===== config.mk =====
export PLATFORM = sky130hd
export DESIGN_NAME = corridor_episode_scorer
export DESIGN_NICKNAME = d
export VERILOG_FILES = /design/src/rtl/corridor_episode_scorer.sv
export SDC_FILE = /design/constraint.sdc
export NUM_CORES = 1
export LEC_CHECK = 0
export ABC_CLOCK_PERIOD_IN_PS = 3500
export BUFFER_PORTS_ARGS = -buffer_cell sky130_fd_sc_hd__buf_4
export CAP_MARGIN = 25
export CORE_MARGIN = 5
export CORE_UTILIZATION = 55
export DETAILED_ROUTE_END_ITERATION = 8
export GPL_TIMING_DRIVEN = 1
export MAX_ROUTING_LAYER = met4
export PLACE_DENSITY = 0.84
export SYNTH_ARGS = -nofsm -noshare
export SYNTH_HDL_FRONTEND = slang
export SYNTH_SLANG_ARGS = --single-unit

===== constraint.sdc =====
create_clock -name clk -period 3.5 [get_ports clk]
set_input_delay 0.7 -clock clk [delete_from_list [all_inputs] [get_ports clk]]
set_output_delay 0.7 -clock clk [all_outputs]
set_load 0.01 [all_outputs]

===== src/rtl/corridor_episode_scorer.sv =====
// Turns the corridor environment's per-step error/objective flags into scored episodes
// with a terminal verdict, plus run-wide episode and goal counters.
module corridor_episode_scorer #(
  parameter int MAX_STEPS = 16,
  parameter int STEP_W    = 8,
  parameter int REWARD_W  = 12,
  parameter int STEP_COST = 1,
  parameter int BONUS     = 100,
  parameter int PENALTY   = 50,
  parameter int CNT_W     = 16
) (
  input  logic                       clk,
  input  logic                       rst_n,
  input  logic                       step_valid,
  input  logic                       error,
  input  logic                       objective,
  input  logic                       episode_restart,
  output logic                       done,
  output logic                       done_pulse,
  output logic [1:0]                 verdict,
  output logic [STEP_W-1:0]          step_count,
  output logic signed [REWARD_W-1:0] reward,
  output logic [CNT_W-1:0]           episode_count,
  output logic [CNT_W-1:0]           goal_count
);

  typedef enum logic [1:0] {IDLE, RUN, TERM} state_t;

  localparam logic [1:0] V_RUNNING = 2'd0;
  localparam logic [1:0] V_FAIL    = 2'd1;
  localparam logic [1:0] V_GOAL    = 2'd2;
  localparam logic [1:0] V_TIMEOUT = 2'd3;

  // Two guard bits so the combined cost/penalty/bonus update cannot wrap before clamping.
  localparam int RW2 = REWARD_W + 2;
  localparam logic signed [RW2-1:0] R_MAX = RW2'((2 ** (REWARD_W - 1)) - 1);
  localparam logic signed [RW2-1:0] R_MIN = RW2'(-(2 ** (REWARD_W - 1)));

  state_t                     state;
  logic [STEP_W-1:0]          n_next;
  logic signed [RW2-1:0]      r_wide;
  logic signed [REWARD_W-1:0] r_sat;
  logic [1:0]                 v_next;

  always_comb begin
    n_next = step_count + STEP_W'(1);
    r_wide = RW2'(reward) - RW2'(STEP_COST);
    v_next = V_RUNNING;
    if (error) begin
      v_next = V_FAIL;
      r_wide = r_wide - RW2'(PENALTY);
    end else if (objective) begin
      v_next = V_GOAL;
      r_wide = r_wide + RW2'(BONUS);
    end else if (n_next == STEP_W'(MAX_STEPS)) begin
      v_next = V_TIMEOUT;
    end
    if (r_wide > R_MAX) begin
      r_sat = R_MAX[REWARD_W-1:0];
    end else if (r_wide < R_MIN) begin
      r_sat = R_MIN[REWARD_W-1:0];
    end else begin
      r_sat = r_wide[REWARD_W-1:0];
    end
  end

  always_ff @(posedge clk or negedge rst_n) begin
    if (!rst_n) begin
      state         <= IDLE;
      done          <= 1'b0;
      done_pulse    <= 1'b0;
      verdict       <= V_RUNNING;
      step_count    <= '0;
      reward        <= '0;
      episode_count <= '0;
      goal_count    <= '0;
    end else begin
      done_pulse <= 1'b0;
      // Restart outranks any step arriving on the same edge; that step is dropped.
      if (episode_restart) begin
        state      <= RUN;
        done       <= 1'b0;
        verdict    <= V_RUNNING;
        step_count <= '0;
        reward     <= '0;
        if (episode_count != '1) begin
          episode_count <= episode_count + CNT_W'(1);
        end
      end else if (state == RUN && step_valid) begin
        step_count <= n_next;
        reward     <= r_sat;
        verdict    <= v_next;
        if (v_next != V_RUNNING) begin
          state      <= TERM;
          done       <= 1'b1;
          done_pulse <= 1'b1;
        end
        if (v_next == V_GOAL && goal_count != '1) begin
          goal_count <= goal_count + CNT_W'(1);
        end
      end
    end
  end

endmodule


==> impl_metrics.ini, run 1 <==
[setup_path]
path_common_cell = inv_1
worst-path-max-fanout = 10
cp-startpoint = reward[1]
crit_path_max_incr_delay_ns = 0.49
cp.arrival_ns = 3.45
reg2reg_from = reward[1]
crit_family = compound AO/OA/AOI/OAI gates
critPathBufInv = 2
path_class = flip-flop to flip-flop
crit_slowest_cell = dfrtp_1
cp-start-kind = flip-flop
crit_required_ns = 3.68
end_kind = flip-flop
worstPathCellList = inv_1 > ha_2 > xor2_1 > inv_1 > ha_1 > a221oi_1 > nor4_1 > o21ai_2 > a211o_1 > o211ai_1

[floorplan]
dieWidth_um = 90.4
die_area_um2 = 8170
die_y_um = 90.4
initial_core_util_pct = 56.3
rows = 29
core_um2 = 6310
pin_count = 62

[grt]
antenna_found_initial = 0
grt.total_usage_pct = 22.7
grt_pass1_wl_mm = 15.0
grt_max_degree = 58
grt_pass1_vias = 3174
grt_overflow = 0

[clocking]
clk_path_buf_depth = 2
cts-root-buf = clkbuf_8
htree_levels = 3
worst_skew_pair.late_latency_ns = 0.34
numCtsBuffers = 9
cts_tree = done
clk_pin_slew_ns = 0.06
cts_sinks = 57
postCtsSetupBuffers = 0
ctsHoldBuffers = 0

[synthesis]
synth_area_per_cell_um2 = 9.23
synth_cell_types = 65
ys.flop_type = dfrtp_1
synth_edf_count = 0
ys_top_cells_by_area = dfrtp_1 40%, xnor2_1 8.1%, xor2_1 4.4%
synth_top_area_share_pct = 40.2
syn_area_um2 = 3550
synthArstFlopShare_pct = 100
synth_top_cell_by_area = dfrtp_1
yosysWarnings = 0
syn_nets = 399
yosysSeqAreaShare_pct = 40.2
ys_ff_latch = 57
syn_inst = 385

[timing]
finalSetupViolCount = 0
tns_ns = 0
skew_ns = 0.00723
finalHoldViolCount = 0
fmax_ghz = 0.305
rsz0062_at_grt = no
holdWs_ns = 0.398
drv_slew = 0
tightestPinTransition_ns = 0.710
fin_crit_ns = 3.28
finalCritPeriodShare_pct = 93.6
slew_headroom_pct = 52.2

[cells_and_area]
layout_common_cells = 66 x buf_4, 57 x dfrtp_1, 40 x nand2_1
diodes = 0
drive_gt1_share_pct = 23.0
syn2layout_area_growth_pct = 20.1
nets = 462
layout_commonest_cell = buf_4
fill_cells = 511

[drt]
drt_iter0_drc = 205
dr.pass1.iters = 4
drc = 0
ant_nets = 0
wl_mm = 8.61
dr_total_vias = 3105
viasPerCell = 5.87
wire_per_inst_um = 16.3

[pwr]
power.leakage_nw = 1.94
powerDensity_nw_per_um2 = 757
power_mw = 3.23
peakVddDrop_mv = 0.548

[job]
drv_cap = 0

[place]
globalplace.congestion = 0.903
dpl.hpwl_mm = 6.27
io_buffer_count = 61

[outcome]
status = finished, final reports clean

[hold_path]
hold_class = primary input to async pin
-- repair_timing --
item,in CTS,in global routing
hold endpoints to repair,0,0
setup endpoints to repair,0,10
gates resized for setup,0,2
-- worst reg2reg max path, stage by stage, from the launching register on --
cell and delay (ns):
dfrtp_1 0.49, inv_1 0.13, ha_2 0.30, xor2_1 0.31, inv_1 0.14, ha_1 0.23, a221oi_1 0.46, nor4_1 0.15
o21ai_2 0.30, a211o_1 0.41, o211ai_1 0.20
-- per-layer routing --
layer	GRT usage [%]	vias to the layer above	routed length, um
met5	-	-	0
met1	27.5	1485	3660
met3	5.75	25	518
met2	36.3	104	4220
li1	-	1491	-
met4	9.18	0	212
-- per-stage QoR --
step           util (%)  setup WS (ns)  cell area (um^2)  std cells
2_1_floorplan         -          0.525              3550        385
3_3_place_gp       64.4          0.391              4070        514
3_5_place_dp       64.4          0.161              4070        514
4_1_cts            67.5         0.0461              4260        529
5_1_grt            67.6         0.0147              4270        529
6_report           67.6          0.225              4270        529
-- power by group --
group	total, mW	switching, mW	internal (mW)
combinational	1.69	0.976	0.717
clock	0.611	0.247	0.364
sequential	0.928	0.164	0.763
total	3.23	1.39	1.84
-- flip-flops by register name, summed over array words and instances (netlist names) --
name,cells
episode_count,16
goal_count,16
verdict,2
reward,12
state,1
done_pulse,1
done,1
step_count,8
-- synth_stat cells (5+ instances only) --
master / instances
dfrtp_1: 57
nand2_1: 40
nor2_1: 33
xnor2_1: 33
nand3_1: 21
a21oi_1: 19
inv_1: 18
xor2_1: 18
nor3_1: 17
nand4_1: 11
ha_1: 8
clkbuf_1: 7
and3_1: 6
o21ai_0: 6
o211ai_1: 5
-- kinds of logic after synthesis --
family / share of synthesized area, %
AND/OR/NAND/NOR: 23.1
AO/OA/AOI/OAI: 14.1
flip-flops: 40.2
XOR/XNOR: 13.5
buffers and inverters: 4.23
adder cells (fa/ha/maj): 3.10
multiplexers: 1.83
-- final cells by class --
type / instances / area (um^2) / share of cell area [%]
timing repair buffer: 66 / 495 / 11.6
multi-input combinational: 295 / 1980 / 46.4
sequential: 57 / 1430 / 33.4
inverter: 19 / 71.3 / 1.67
clock inverter: 2 / 37.5 / 0.880
tap: 77 / 96.3 / 2.26
clock buffer: 13 / 159 / 3.72
-- path summary, 6_finish.rpt --
kind / to / slack [ns] / depth (start not counted)
max: reward[2] / 0.22 / 10
min: episode_count[14] / 0.40 / 1
max reg2reg: reward[2] / 0.22 / 10
min reg2reg: goal_count[5] / 0.50 / 1
max in group asynchronous: reward[3] / 2.64 / 1
min in group clk: goal_count[5] / 0.50 / 1
Note: power is estimated with default switching activity, not from simulation.
==> inputs of run 2 (changes only) <==
PLACE_DENSITY = 0.88   (was 0.84)
==> run 2 against run 1 <==
Net effect: first-iteration DRC count up 8.8%; power up 0.29%; fmax is 0.82% lower; critical path depth up 2; critical endpoint is now reward[8]; largest cell class unchanged.
==> impl_metrics.ini, run 2 (synthesis results as in run 1) <==
[timing]
skew_ns = 0.00493
fin_crit_ns = 3.30
finalHoldViolCount = 0
finalSetupViolCount = 0
slew_headroom_pct = 49.7
fmax_ghz = 0.303
tns_ns = 0
drv_slew = 0
rsz0062_at_grt = no
tightestPinTransition_ns = 0.748
finalCritPeriodShare_pct = 94.3

[grt]
met1_usage_pct = 27.5
grt.total_usage_pct = 22.2
gr-max-usage-layer = met2
grt_pass1_vias = 3174
grt_pass1_wl_mm = 14.9
use_met3_pct = 4.50
grt_use_met2_pct = 36.7
grt_overflow = 0
grt_max_degree = 58
antenna_found_initial = 0

[setup_path]
worst-path-max-fanout = 10
crit_path_max_incr_delay_ns = 0.51
crit_family = simple AND/OR/NAND/NOR gates
critPathBufInv = 2
cp-start-kind = flip-flop
end_kind = flip-flop
path_common_cell = inv_1
worstPathCellList = inv_1 > ha_2 > xor2_1 > inv_1 > ha_1 > a221oi_1 > nand2b_1 > maj3_1 > a31oi_1 > nor3_1 > or3b_1 > o211ai_2
cp.arrival_ns = 3.51
path_class = flip-flop to flip-flop
crit_required_ns = 3.71
crit_slowest_cell = a221oi_1

[pwr]
power.leakage_nw = 1.95
power_mw = 3.24
powerDensity_nw_per_um2 = 758
peakVddDrop_mv = 0.481

[drt]
wire_per_inst_um = 16.2
drt_iter0_drc = 223
ant_nets = 0
dr_total_vias = 3143
viasPerCell = 5.93
wl_mm = 8.58
drc = 0
dr.pass1.iters = 5

[hold_path]
hold_class = primary input to async pin

[cells_and_area]
layout_common_cells = 66 x buf_4, 57 x dfrtp_1, 40 x nand2_1
reg_top3 = episode_count (16), goal_count (16), reward (12)
layout_commonest_cell = buf_4
syn2layout_area_growth_pct = 20.4
drive_gt1_share_pct = 23.2
diodes = 0
seqCellArea_um2 = 1430
nets = 462
multi_input_area_um2 = 1980
final_core_util_pct = 67.7
fill_cells = 506
final_cell_area_um2 = 4280
instances_no_fill = 530

[place]
placed_area_um2 = 4070
dpl.hpwl_mm = 6.24
dp_cells = 514
globalplace.congestion = 0.907
io_buffer_count = 61

[clocking]
clk_path_buf_depth = 2
cts_tree = done
cts_sinks = 57
htree_levels = 3
numCtsBuffers = 9
cts-root-buf = clkbuf_8
ctsHoldBuffers = 0
clk_pin_slew_ns = 0.06
worst_skew_pair.late_latency_ns = 0.33

[job]
drv_cap = 0

[floorplan]
initial_core_util_pct = 56.3
dieWidth_um = 90.4
pin_count = 62
die_y_um = 90.4
rows = 29
die_area_um2 = 8170
core_um2 = 6310

[outcome]
status = finished, final reports clean
## run 2: routing by layer
layer  vias to the layer above  share of wire (%)
met2                        89                 50
met1                      1550                 44
met3                        11                4.8
met5                         -                  0
li1                       1493                  -
met4                         0                1.1
## run 2: worst reg2reg max path, cell delays in order, from the launching register on
cell,delay (ns)
dfrtp_1,0.48
inv_1,0.12
ha_2,0.30
xor2_1,0.31
inv_1,0.14
ha_1,0.23
a221oi_1,0.51
nand2b_1,0.21
maj3_1,0.19
a31oi_1,0.08
nor3_1,0.34
or3b_1,0.18
o211ai_2,0.08
## run 2: timing repair
| action | in CTS | in global routing |
|---|---|---|
| endpoints found under the setup margin | 0 | 5 |
| gates resized for setup | 0 | 2 |
| setup buffers | 0 | 0 |
## run 2: final timing paths
kind / startpoint / to / slack [ns] / cells after the start
setup / recovery: reward[1] / reward[8] / 0.20 / 12
hold / removal: rst_n / goal_count[9] / 0.42 / 1
setup reg to reg: reward[1] / reward[8] / 0.20 / 12
hold reg to reg: episode_count[15] / episode_count[15] / 0.49 / 1
max in group asynchronous: rst_n / episode_count[8] / 2.61 / 1
min in group clk: episode_count[15] / episode_count[15] / 0.49 / 1
## run 2: area by class of cell
cell class	instances	area share [%]
Multi-Input combinational cell	295	46.3
Sequential cell	57	33.4
Timing Repair Buffer	66	11.6
Clock buffer	14	4.04
Tap cell	77	2.25
Inverter	19	1.67
Clock inverter	2	0.819
## run 2: stage by stage
stage	worst slack, ns	hold slack, ns
floorplan	0.525	0.404
global placement	0.384	0.481
detailed placement	0.212	0.483
CTS	0.186	0.449
global route	0.0921	0.475
finish	0.198	0.418
## run 2: where the power goes
group,internal (mW),switching (mW)
Combinational,0.715,0.961
Clock,0.387,0.251
Sequential,0.763,0.165
Total,1.87,1.38
